File: config.mk
export PLATFORM = sky130hd
export DESIGN_NAME = piece_drop_ctrl_flat
export DESIGN_NICKNAME = d
export VERILOG_FILES = /design/src/rtl/piece_drop_if.sv /design/src/rtl/piece_drop_ctrl.sv /design/src/flat_wrapper.sv
export SDC_FILE = /design/constraint.sdc
export NUM_CORES = 1
export LEC_CHECK = 0
export ABC_AREA = 1
export ABC_CLOCK_PERIOD_IN_PS = 3700
export CAP_MARGIN = 10
export CORE_MARGIN = 2
export CORE_UTILIZATION = 45
export DETAILED_ROUTE_END_ITERATION = 12
export RECOVER_POWER = 25
export SLEW_MARGIN = 30
export SYNTH_ARGS = -nofsm -noshare
export SYNTH_HDL_FRONTEND = slang
export SYNTH_SLANG_ARGS = --single-unit
File: constraint.sdc
create_clock -name clk -period 3.7 [get_ports clk]
set_input_delay 0.74 -clock clk [delete_from_list [all_inputs] [get_ports clk]]
set_output_delay 0.74 -clock clk [all_outputs]
set_load 0.1 [all_outputs]
File: src/rtl/piece_drop_if.sv
// Control/status bundle between a game front end (master) and piece_drop_ctrl (slave).
interface piece_drop_if;
    logic       start;
    logic       move_left;
    logic       move_right;
    logic       drop;
    logic [3:0] x_pos;
    logic [4:0] y_pos;
    logic       piece_active;
    logic       lock_pulse;
    logic [7:0] score;
    logic       game_over;

    modport master (
        output start, move_left, move_right, drop,
        input  x_pos, y_pos, piece_active, lock_pulse, score, game_over
    );

    modport slave (
        input  start, move_left, move_right, drop,
        output x_pos, y_pos, piece_active, lock_pulse, score, game_over
    );
endinterface

File: src/rtl/piece_drop_ctrl.sv
// Falling-piece controller: gravity, lateral moves, per-column stacking, score and game over.
// Optional hard drop is compiled in when HARD_DROP_EN is defined.
module piece_drop_ctrl #(
    parameter int COLS     = 10,
    parameter int ROWS     = 20,
    parameter int START_X  = 5,
    parameter int TICK_DIV = 25000000
) (
    input  logic        clk,
    input  logic        rst,
    piece_drop_if.slave bus
);

    localparam int             DW        = $clog2(TICK_DIV);
    localparam logic [DW-1:0]  TICK_LAST = DW'(TICK_DIV - 1);
    localparam logic [DW-1:0]  DIV_ZERO  = DW'(0);
    localparam logic [DW-1:0]  DIV_ONE   = DW'(1);
    localparam logic [5:0]     ROWS_M1   = 6'(ROWS - 1);
    localparam logic [4:0]     ROWS_H    = 5'(ROWS);
    localparam logic [3:0]     X_START   = 4'(START_X);
    localparam logic [3:0]     X_LAST    = 4'(COLS - 1);

    typedef enum logic [2:0] {
        ST_IDLE     = 3'd0,
        ST_SPAWN    = 3'd1,
        ST_FALL     = 3'd2,
        ST_LOCK     = 3'd3,
        ST_GAMEOVER = 3'd4
    } state_t;

    state_t          state_r, state_s;
    logic [3:0]      x_r, x_s;
    logic [4:0]      y_r, y_s;
    logic [DW-1:0]   div_r, div_s;
    logic [7:0]      score_r, score_s;
    logic [4:0]      h_r [COLS];
    logic [4:0]      h_s [COLS];
    logic            piece_active_r;
    logic            lock_pulse_r;
    logic            game_over_r;

    logic [4:0]      h_cur_s, h_left_s, h_right_s;
    logic [5:0]      y6_s;
    logic            landed_s, left_ok_s, right_ok_s, tick_s;
    logic            drop_req_s;
    logic [4:0]      drop_y_s;

    // Neighbour heights read as 0 at the board edges; the x bound checks gate them anyway.
    assign h_cur_s    = h_r[x_r];
    assign h_left_s   = (x_r != 4'd0)   ? h_r[x_r - 4'd1] : 5'd0;
    assign h_right_s  = (x_r != X_LAST) ? h_r[x_r + 4'd1] : 5'd0;
    assign y6_s       = {1'b0, y_r};
    assign landed_s   = (y6_s + {1'b0, h_cur_s}) >= ROWS_M1;
    assign left_ok_s  = (x_r != 4'd0)   && ((y6_s + {1'b0, h_left_s})  <= ROWS_M1);
    assign right_ok_s = (x_r != X_LAST) && ((y6_s + {1'b0, h_right_s}) <= ROWS_M1);
    assign tick_s     = (div_r == TICK_LAST);

`ifdef HARD_DROP_EN
    assign drop_req_s = bus.drop;
    assign drop_y_s   = 5'(ROWS_M1 - {1'b0, h_cur_s});
`else
    logic unused_drop_s;
    assign unused_drop_s = bus.drop;
    assign drop_req_s    = 1'b0;
    assign drop_y_s      = y_r;
`endif

    // Next-state and datapath updates for the game FSM.
    always_comb begin
        state_s = state_r;
        x_s     = x_r;
        y_s     = y_r;
        div_s   = div_r;
        score_s = score_r;
        h_s     = h_r;
        case (state_r)
            ST_IDLE, ST_GAMEOVER: begin
                if (bus.start) begin
                    for (int c = 0; c < COLS; c++) begin
                        h_s[c] = 5'd0;
                    end
                    score_s = 8'd0;
                    state_s = ST_SPAWN;
                end else begin
                    state_s = state_r;
                end
            end
            ST_SPAWN: begin
                x_s   = X_START;
                y_s   = 5'd0;
                div_s = DIV_ZERO;
                if (h_r[X_START] == ROWS_H) begin
                    state_s = ST_GAMEOVER;
                end else begin
                    state_s = ST_FALL;
                end
            end
            ST_FALL: begin
                div_s = tick_s ? DIV_ZERO : (div_r + DIV_ONE);
                if (drop_req_s) begin
                    y_s     = drop_y_s;
                    state_s = ST_LOCK;
                end else if (tick_s) begin
                    if (landed_s) begin
                        state_s = ST_LOCK;
                    end else begin
                        y_s = y_r + 5'd1;
                    end
                end else if (bus.move_left && !bus.move_right) begin
                    if (left_ok_s) begin
                        x_s = x_r - 4'd1;
                    end else begin
                        x_s = x_r;
                    end
                end else if (bus.move_right && !bus.move_left) begin
                    if (right_ok_s) begin
                        x_s = x_r + 4'd1;
                    end else begin
                        x_s = x_r;
                    end
                end else begin
                    x_s = x_r;
                end
            end
            ST_LOCK: begin
                h_s[x_r] = h_cur_s + 5'd1;
                score_s  = (score_r == 8'd255) ? 8'd255 : (score_r + 8'd1);
                state_s  = ST_SPAWN;
            end
            default: begin
                state_s = ST_IDLE;
            end
        endcase
    end

    // State, datapath and registered status flags; flags track the state being entered.
    always_ff @(posedge clk) begin
        if (rst) begin
            state_r        <= ST_IDLE;
            x_r            <= X_START;
            y_r            <= 5'd0;
            div_r          <= DIV_ZERO;
            score_r        <= 8'd0;
            piece_active_r <= 1'b0;
            lock_pulse_r   <= 1'b0;
            game_over_r    <= 1'b0;
            for (int c = 0; c < COLS; c++) begin
                h_r[c] <= 5'd0;
            end
        end else begin
            state_r        <= state_s;
            x_r            <= x_s;
            y_r            <= y_s;
            div_r          <= div_s;
            score_r        <= score_s;
            piece_active_r <= (state_s == ST_FALL);
            lock_pulse_r   <= (state_s == ST_LOCK);
            game_over_r    <= (state_s == ST_GAMEOVER);
            h_r            <= h_s;
        end
    end

    assign bus.x_pos        = x_r;
    assign bus.y_pos        = y_r;
    assign bus.piece_active = piece_active_r;
    assign bus.lock_pulse   = lock_pulse_r;
    assign bus.score        = score_r;
    assign bus.game_over    = game_over_r;

endmodule

File: src/flat_wrapper.sv
// flat-port wrapper written by rule: the top's interface ports become plain ports
module piece_drop_ctrl_flat 
#(
    parameter int COLS     = 10,
    parameter int ROWS     = 20,
    parameter int START_X  = 5,
    parameter int TICK_DIV = 25000000
)
  (clk, rst, bus_start, bus_move_left, bus_move_right, bus_drop, bus_x_pos, bus_y_pos, bus_piece_active, bus_lock_pulse, bus_score, bus_game_over);
  piece_drop_if bus_i ();
  input  logic clk;
  input  logic rst;
  input wire logic [$bits(bus_i.start)-1:0] bus_start;
  input wire logic [$bits(bus_i.move_left)-1:0] bus_move_left;
  input wire logic [$bits(bus_i.move_right)-1:0] bus_move_right;
  input wire logic [$bits(bus_i.drop)-1:0] bus_drop;
  output wire logic [$bits(bus_i.x_pos)-1:0] bus_x_pos;
  output wire logic [$bits(bus_i.y_pos)-1:0] bus_y_pos;
  output wire logic [$bits(bus_i.piece_active)-1:0] bus_piece_active;
  output wire logic [$bits(bus_i.lock_pulse)-1:0] bus_lock_pulse;
  output wire logic [$bits(bus_i.score)-1:0] bus_score;
  output wire logic [$bits(bus_i.game_over)-1:0] bus_game_over;
  assign bus_i.start = bus_start;
  assign bus_i.move_left = bus_move_left;
  assign bus_i.move_right = bus_move_right;
  assign bus_i.drop = bus_drop;
  assign bus_x_pos = bus_i.x_pos;
  assign bus_y_pos = bus_i.y_pos;
  assign bus_piece_active = bus_i.piece_active;
  assign bus_lock_pulse = bus_i.lock_pulse;
  assign bus_score = bus_i.score;
  assign bus_game_over = bus_i.game_over;
  piece_drop_ctrl #(.COLS(COLS), .ROWS(ROWS), .START_X(START_X), .TICK_DIV(TICK_DIV)) u_core (.clk(clk), .rst(rst), .bus(bus_i));
endmodule
* Word level (Yosys, flattened, before mapping)
Index checks and enable logic that the tools add are counted.
** Word-level totals
- Bits in latches :: 0
- RAM bits :: 0
- Flip-flop bits (word level) :: 98
- Memories :: 0
- Output and inout bits :: 20
- ROM bits :: 0
** Operators by class
- Shift-type cells :: 0
- Multiplexer cells :: 35
- Equal/unequal tests :: 18
- Magnitude comparators :: 7
- Add/subtract/negate cells :: 9
- Reductions and logical operators :: 15
- Divide/modulo/power cells :: 0
- Bitwise operators :: 3
- $mul :: 0
** Operator list (count)
- $pmux 50 s2 :: 1
- $bmux 5 s4 :: 3
- $mux 5 :: 11
- $bwmux 50 :: 1
- $mux 50 :: 1
- $pmux 25 s2 :: 1
- $add 25x1->25 const B :: 1
- $eq 25x25->1 const B :: 1
- $mux 25 :: 1
- $demux 5 s4 :: 1
- $mux 4 :: 5
- $add 5x5->6 :: 3
- $mux 8 :: 2
- $pmux 8 s2 :: 1
- $ge 5x5->1 const B :: 3
- $not 4->5 :: 3
- $eq 3x2->1 const B :: 4
- $le 6x5->1 const B :: 2
- $mux 3 :: 4
- $pmux 3 s4 :: 1
- $add 5x1->5 const B :: 2
- $pmux 5 s2 :: 1
- $add 8x1->8 const B :: 1
- $eq 8x8->1 const B :: 1
- 22 further kinds :: 32

* Logic depth before layout (Yosys ltp)
- Depth in word-level cells :: 14
- Gate-level depth with buffers :: 24
- Depth with buffers taken out :: 21

* Least setup slack after synthesis
Ideal clock, no wire load.
- Path kind :: reg-to-reg
- From :: register u_core.x_r[0] (netlist: u_core.bus.x_pos[0])
- To :: register u_core.x_r[2] (netlist: u_core.bus.x_pos[2])
- Path buffers :: 3
- Cell stages (with the launch flop) :: 24
- Arrival time :: 3.961 ns
- Path slack :: -0.393 ns
- Setup time :: 0.132 ns
- Path through :: dfxtp_1 > inv_2 > buf_2 > buf_2 > ha_1 > inv_1 > clkbuf_1 > o21ai_0 > a21oi_1 > o21ai_0 > inv_1 > ha_1 > inv_1 > fa_1 > nand3b_1 > nand2_1 > xor2_1 > nand2_1 > nand2_1 > nand2_1 > nand3_2 > nand2_1 > nand2_1 > nand3_1
** On the way
- Word-level cells in the longest chain between the ends :: 11
- Elaborated cells between the ends (all ways) :: 29
- Classes of those cells :: add/sub: 4; order compare: 2; eq/ne: 3; mux: 14; bitwise: 2; reduce/logical: 4
** RTL lines
- start, declared :: line piece_drop_ctrl.sv:32 : logic [3:0] x_r, x_s;
- start signal, assigned :: line piece_drop_ctrl.sv:152 : x_r <= x_s;
- $sub 4x1->4 / $add 4x1->4 (equally long branches)
- $not 4->5, on equally long branches :: line piece_drop_ctrl.sv:50, piece_drop_ctrl.sv:51
- $bmux 5 s4, on equally long branches :: line piece_drop_ctrl.sv:50, piece_drop_ctrl.sv:51
- $mux 5, on equally long branches (3 in a row) :: line piece_drop_ctrl.sv:50, piece_drop_ctrl.sv:51
- $add 5x5->6, on equally long branches :: line piece_drop_ctrl.sv:54, piece_drop_ctrl.sv:55
- $le 6x5->1, on equally long branches :: line piece_drop_ctrl.sv:54, piece_drop_ctrl.sv:55
- $logic_and 1x1->1, on equally long branches :: line piece_drop_ctrl.sv:54, piece_drop_ctrl.sv:55
- $ne 3x2->1 (no line) / $ne 3x1->1 (equally long branches)
- $reduce_and 5->1 (no line)
Several ways; a longest one is shown, not always the timed one. The select of a mux whose other input is x is not followed.
A chain may end at the register's enable or synchronous reset.

* Final worst setup path
Ends and elaborated chain as after synthesis.

==> flow_summary.yaml <==
final_layout:
  drive_above_1_share_pct: 6.24
  fin_util_pct: 50.3
  fin_area_sq_um: 7230
  seqCellArea_sq_um: 1970
  antennaDiodeCount: 0
  fill_cells: 1491
  num-nets-final: 1070
  multi_input_area_sq_um: 4000
  synthToLayoutAreaGrowth_pct: 10.6
die:
  pin_count: 26
  die-height_um: 125
  num_rows: 44
  core_sq_um: 14400
  die_w_um: 125
  initial_core_util_pct: 45.5
  die_area_sq_um: 15500
synth:
  synthFlopType: "dfxtp_1"
  synthTopCellsByCount: "nand2_1, a21oi_1, dfxtp_1"
  yosysTopAreaCellShare_pct: 30.0
  async_reset_ff_share_pct: 0
  yosys_warnings: 0
  syn_avg_cell_area_sq_um: 6.40
  seq_area_frac_synth_pct: 30.0
  synth.cell_area_sq_um: 6540
  syn_inst: 1022
  ys_ff_latch: 98
  ys_types: 46
  synth-edff-count: 0
  yosysMostFrequentCell: "nand2_1"
  yosys.area.top_type: "dfxtp_1"
  synthesis.nets: 1055
  synth_area_leaders: "dfxtp_1, nand2_1, a21oi_1"
timing:
  rsz0062_at_grt: "no"
  drv_slew: 0
  period_needed_ns: 3.32
  setup_ws_ns: 0.378
  relSlewSlack_pct: 23.3
  finClkSkew_ns: 0.0121
  fmax_mhz: 301
  fin_crit_sh_pct: 89.8
  hold_viol_final: 0
  setup_viol_count_final: 0
  worst_pin_slew_ns: 1.16
  finalSetupTns_ns: 0
placed_design:
  port-buffer-count: 24
  hpwlAfterDp_um: 13400
  place_area_sq_um: 6940
  place_congestion: 0.915
  place_ws_ns: 0.393
hold_path:
  hold_depth: 2
  min_from: "u_core.h_r[31]"
  hold_end: "u_core.h_r[31]"
  hp-class: "reg -> reg"
global_route:
  grtUsageTotal_pct: 24.0
  antenna_found_initial: 0
  grt_max_degree: 67
  grt_pass1_wl_um: 30200
  grt_pass1_vias: 5928
  gr-total-overflow: 0
clock_network:
  cts_tree: "done"
  cts_root_buffer: "clkbuf_16"
  clock_sinks: 98
  clk_pin_slew_worst_paths_ns: 0.07
  htree_levels: 3
  numCtsBuffers: 9
  post_cts_resize_count: 0
  cts_setup_buffers: 0
  clk_latency_ns: 0.35
  clockBufferDepth: 2
  ctsHoldBuffers: 0
worst_setup_path:
  cp-start-kind: "register"
  critPathMaxFanout: 15
  end_kind: "register"
  arrival_ns: 3.54
  r2r_start: "u_core.bus.x_pos[0]"
  critPathKind: "reg -> reg"
  cp.required_ns: 3.92
  r2r_end: "u_core.bus.x_pos[2]"
  r2r_cells: 20
  rrSetupSlack_ns: 0.38
routing:
  wl_um: 18500
  routedWlPerCell_um: 15.1
  top_layer_used: "met4"
  vias: 6531
  wl_met2_um: 7940
  route.met3.wl_um: 995
  antenna_violating_nets_post_route: 0
  m1WireLength_um: 9090
  firstDrtPassIters: 5
  drt-vias-per-instance: 5.33
  drt_iter0_markers: 637
  drc: 0
power:
  p_int_mw: 1.86
  clkPwrFrac_pct: 35.6
  p_comb_share_pct: 25.4
  p_sw_share_pct: 33.5
  power.density_nw_per_um2: 387
  total_leakage_power_nw: 2.91
  ir_worst_vdd_uv: 206
  seqPwrFrac_pct: 39.0
  power.switching_uw: 936
run_status:
  status: "complete, no violations"
run:
  drv_cap: 0
==> logic make-up (layout without fill, tap and decap cells) <==
group,after synthesis,after routing,synth area share [%]
buffers and inverters,139,158,8.67
AND/OR/NAND/NOR,510,510,33.8
multiplexers,6,6,0.919
flip-flops,98,98,30.0
XOR/XNOR,18,18,2.53
AO/OA/AOI/OAI,224,224,18.5
adder cells (fa/ha/maj),27,27,5.51
==> registers in the layout, summed over array words and instances, names as in the netlist <==
| register | flops |
|---|---|
| u_core.bus.lock_pulse | 1 |
| u_core.bus.x_pos | 4 |
| u_core.state_r | 3 |
| u_core.h_r | 50 |
| u_core.bus.y_pos | 5 |
| u_core.bus.piece_active | 1 |
| u_core.div_r | 25 |
| u_core.bus.game_over | 1 |
| u_core.bus.score | 8 |
==> through the flow <==
step | hold slack (ns) | power [mW] | std cells
global placement | 0.451 | 1.83 | 1210
detailed placement | 0.455 | 1.83 | 1210
floorplan | 0.441 | 1.64 | 1022
CTS | 0.465 | 2.83 | 1225
global route | 0.485 | 2.94 | 1225
finish | 0.463 | 2.79 | 1225
==> worst max path at each step <==
stage                              startpoint                  end  slack, ns  depth (start not counted)
after CTS                 u_core.bus.x_pos[0]  u_core.bus.x_pos[2]       0.36                         21
after global placement    u_core.bus.x_pos[0]  u_core.bus.x_pos[2]       0.43                         21
after floorplan           u_core.bus.x_pos[0]  u_core.bus.x_pos[2]       0.15                         23
final                     u_core.bus.x_pos[0]  u_core.bus.x_pos[2]       0.38                         20
after global routing      u_core.bus.x_pos[0]  u_core.bus.x_pos[3]      0.009                         21
after detailed placement  u_core.bus.x_pos[0]  u_core.bus.x_pos[2]       0.39                         21
==> worst max-delay path, cell delays in order (launching register included) <==
cell and delay (ns):
dfxtp_4 0.40, inv_2 0.06, buf_4 0.18, ha_1 0.21
xnor2_1 0.17, inv_1 0.16, nor2_1 0.28, a21oi_1 0.11
a211oi_1 0.31, ha_1 0.25, fa_1 0.21, nand3_1 0.09
nand3_1 0.08, xor2_1 0.14, nand2_1 0.06, nand2_1 0.06
nand2_1 0.07, nand3_2 0.14, nand2_1 0.07, nand2_1 0.07
nand3_1 0.06
==> layer usage <==
metal	vias to the layer above	global-route usage, %
met1	2945	34.0
met2	152	37.1
met5	-	0
li1	3407	-
met4	0	8.92
met3	27	3.39
==> placed cells by master, fill, tap and decap left out, types with 3 or more instances in the layout <==
cell | netlist | layout
o21ai_1 | 11 | 11
fa_1 | 3 | 3
nand4_1 | 14 | 14
inv_2 | 10 | 8
o21ai_0 | 61 | 61
clkinv_1 | 5 | 5
xor2_1 | 11 | 11
nand3_2 | 5 | 5
nand3b_1 | 4 | 4
xnor2_1 | 6 | 6
buf_4 | 6 | 15
clkbuf_16 | 0 | 10
nor2_2 | 4 | 4
ha_1 | 24 | 24
dfxtp_1 | 98 | 96
mux2i_1 | 6 | 6
o211ai_1 | 12 | 12
a211oi_1 | 7 | 7
nand2_1 | 285 | 286
nor2_1 | 88 | 88
clkbuf_1 | 14 | 4
a21oi_1 | 116 | 116
clkdlybuf4s50_1 | 0 | 16
nor3_1 | 15 | 15
nand2_2 | 5 | 4
o22ai_1 | 4 | 4
inv_1 | 90 | 92
nand3_1 | 76 | 76
o21a_1 | 6 | 6
==> power groups by stage <==
| stage | Combinational (mW) | Clock (mW) | Sequential [mW] |
|---|---|---|---|
| 2_1_floorplan | 0.481 | 0 | 1.16 |
| 3_3_place_gp | 0.712 | 0 | 1.11 |
| 3_5_place_dp | 0.713 | 0 | 1.11 |
| 4_1_cts | 0.715 | 1.02 | 1.09 |
| 5_1_grt | 0.789 | 1.06 | 1.09 |
| 6_report | 0.709 | 0.994 | 1.09 |
==> cell type report <==
| type | count | area share, % |
|---|---|---|
| multi-input combinational | 785 | 55.4 |
| clock buffer | 11 | 3.65 |
| inverter | 105 | 5.45 |
| clock inverter | 4 | 0.675 |
| timing repair buffer | 38 | 4.47 |
| sequential | 98 | 27.2 |
| tap | 184 | 3.19 |
No activity file was read; power rests on OpenSTA's default activity.
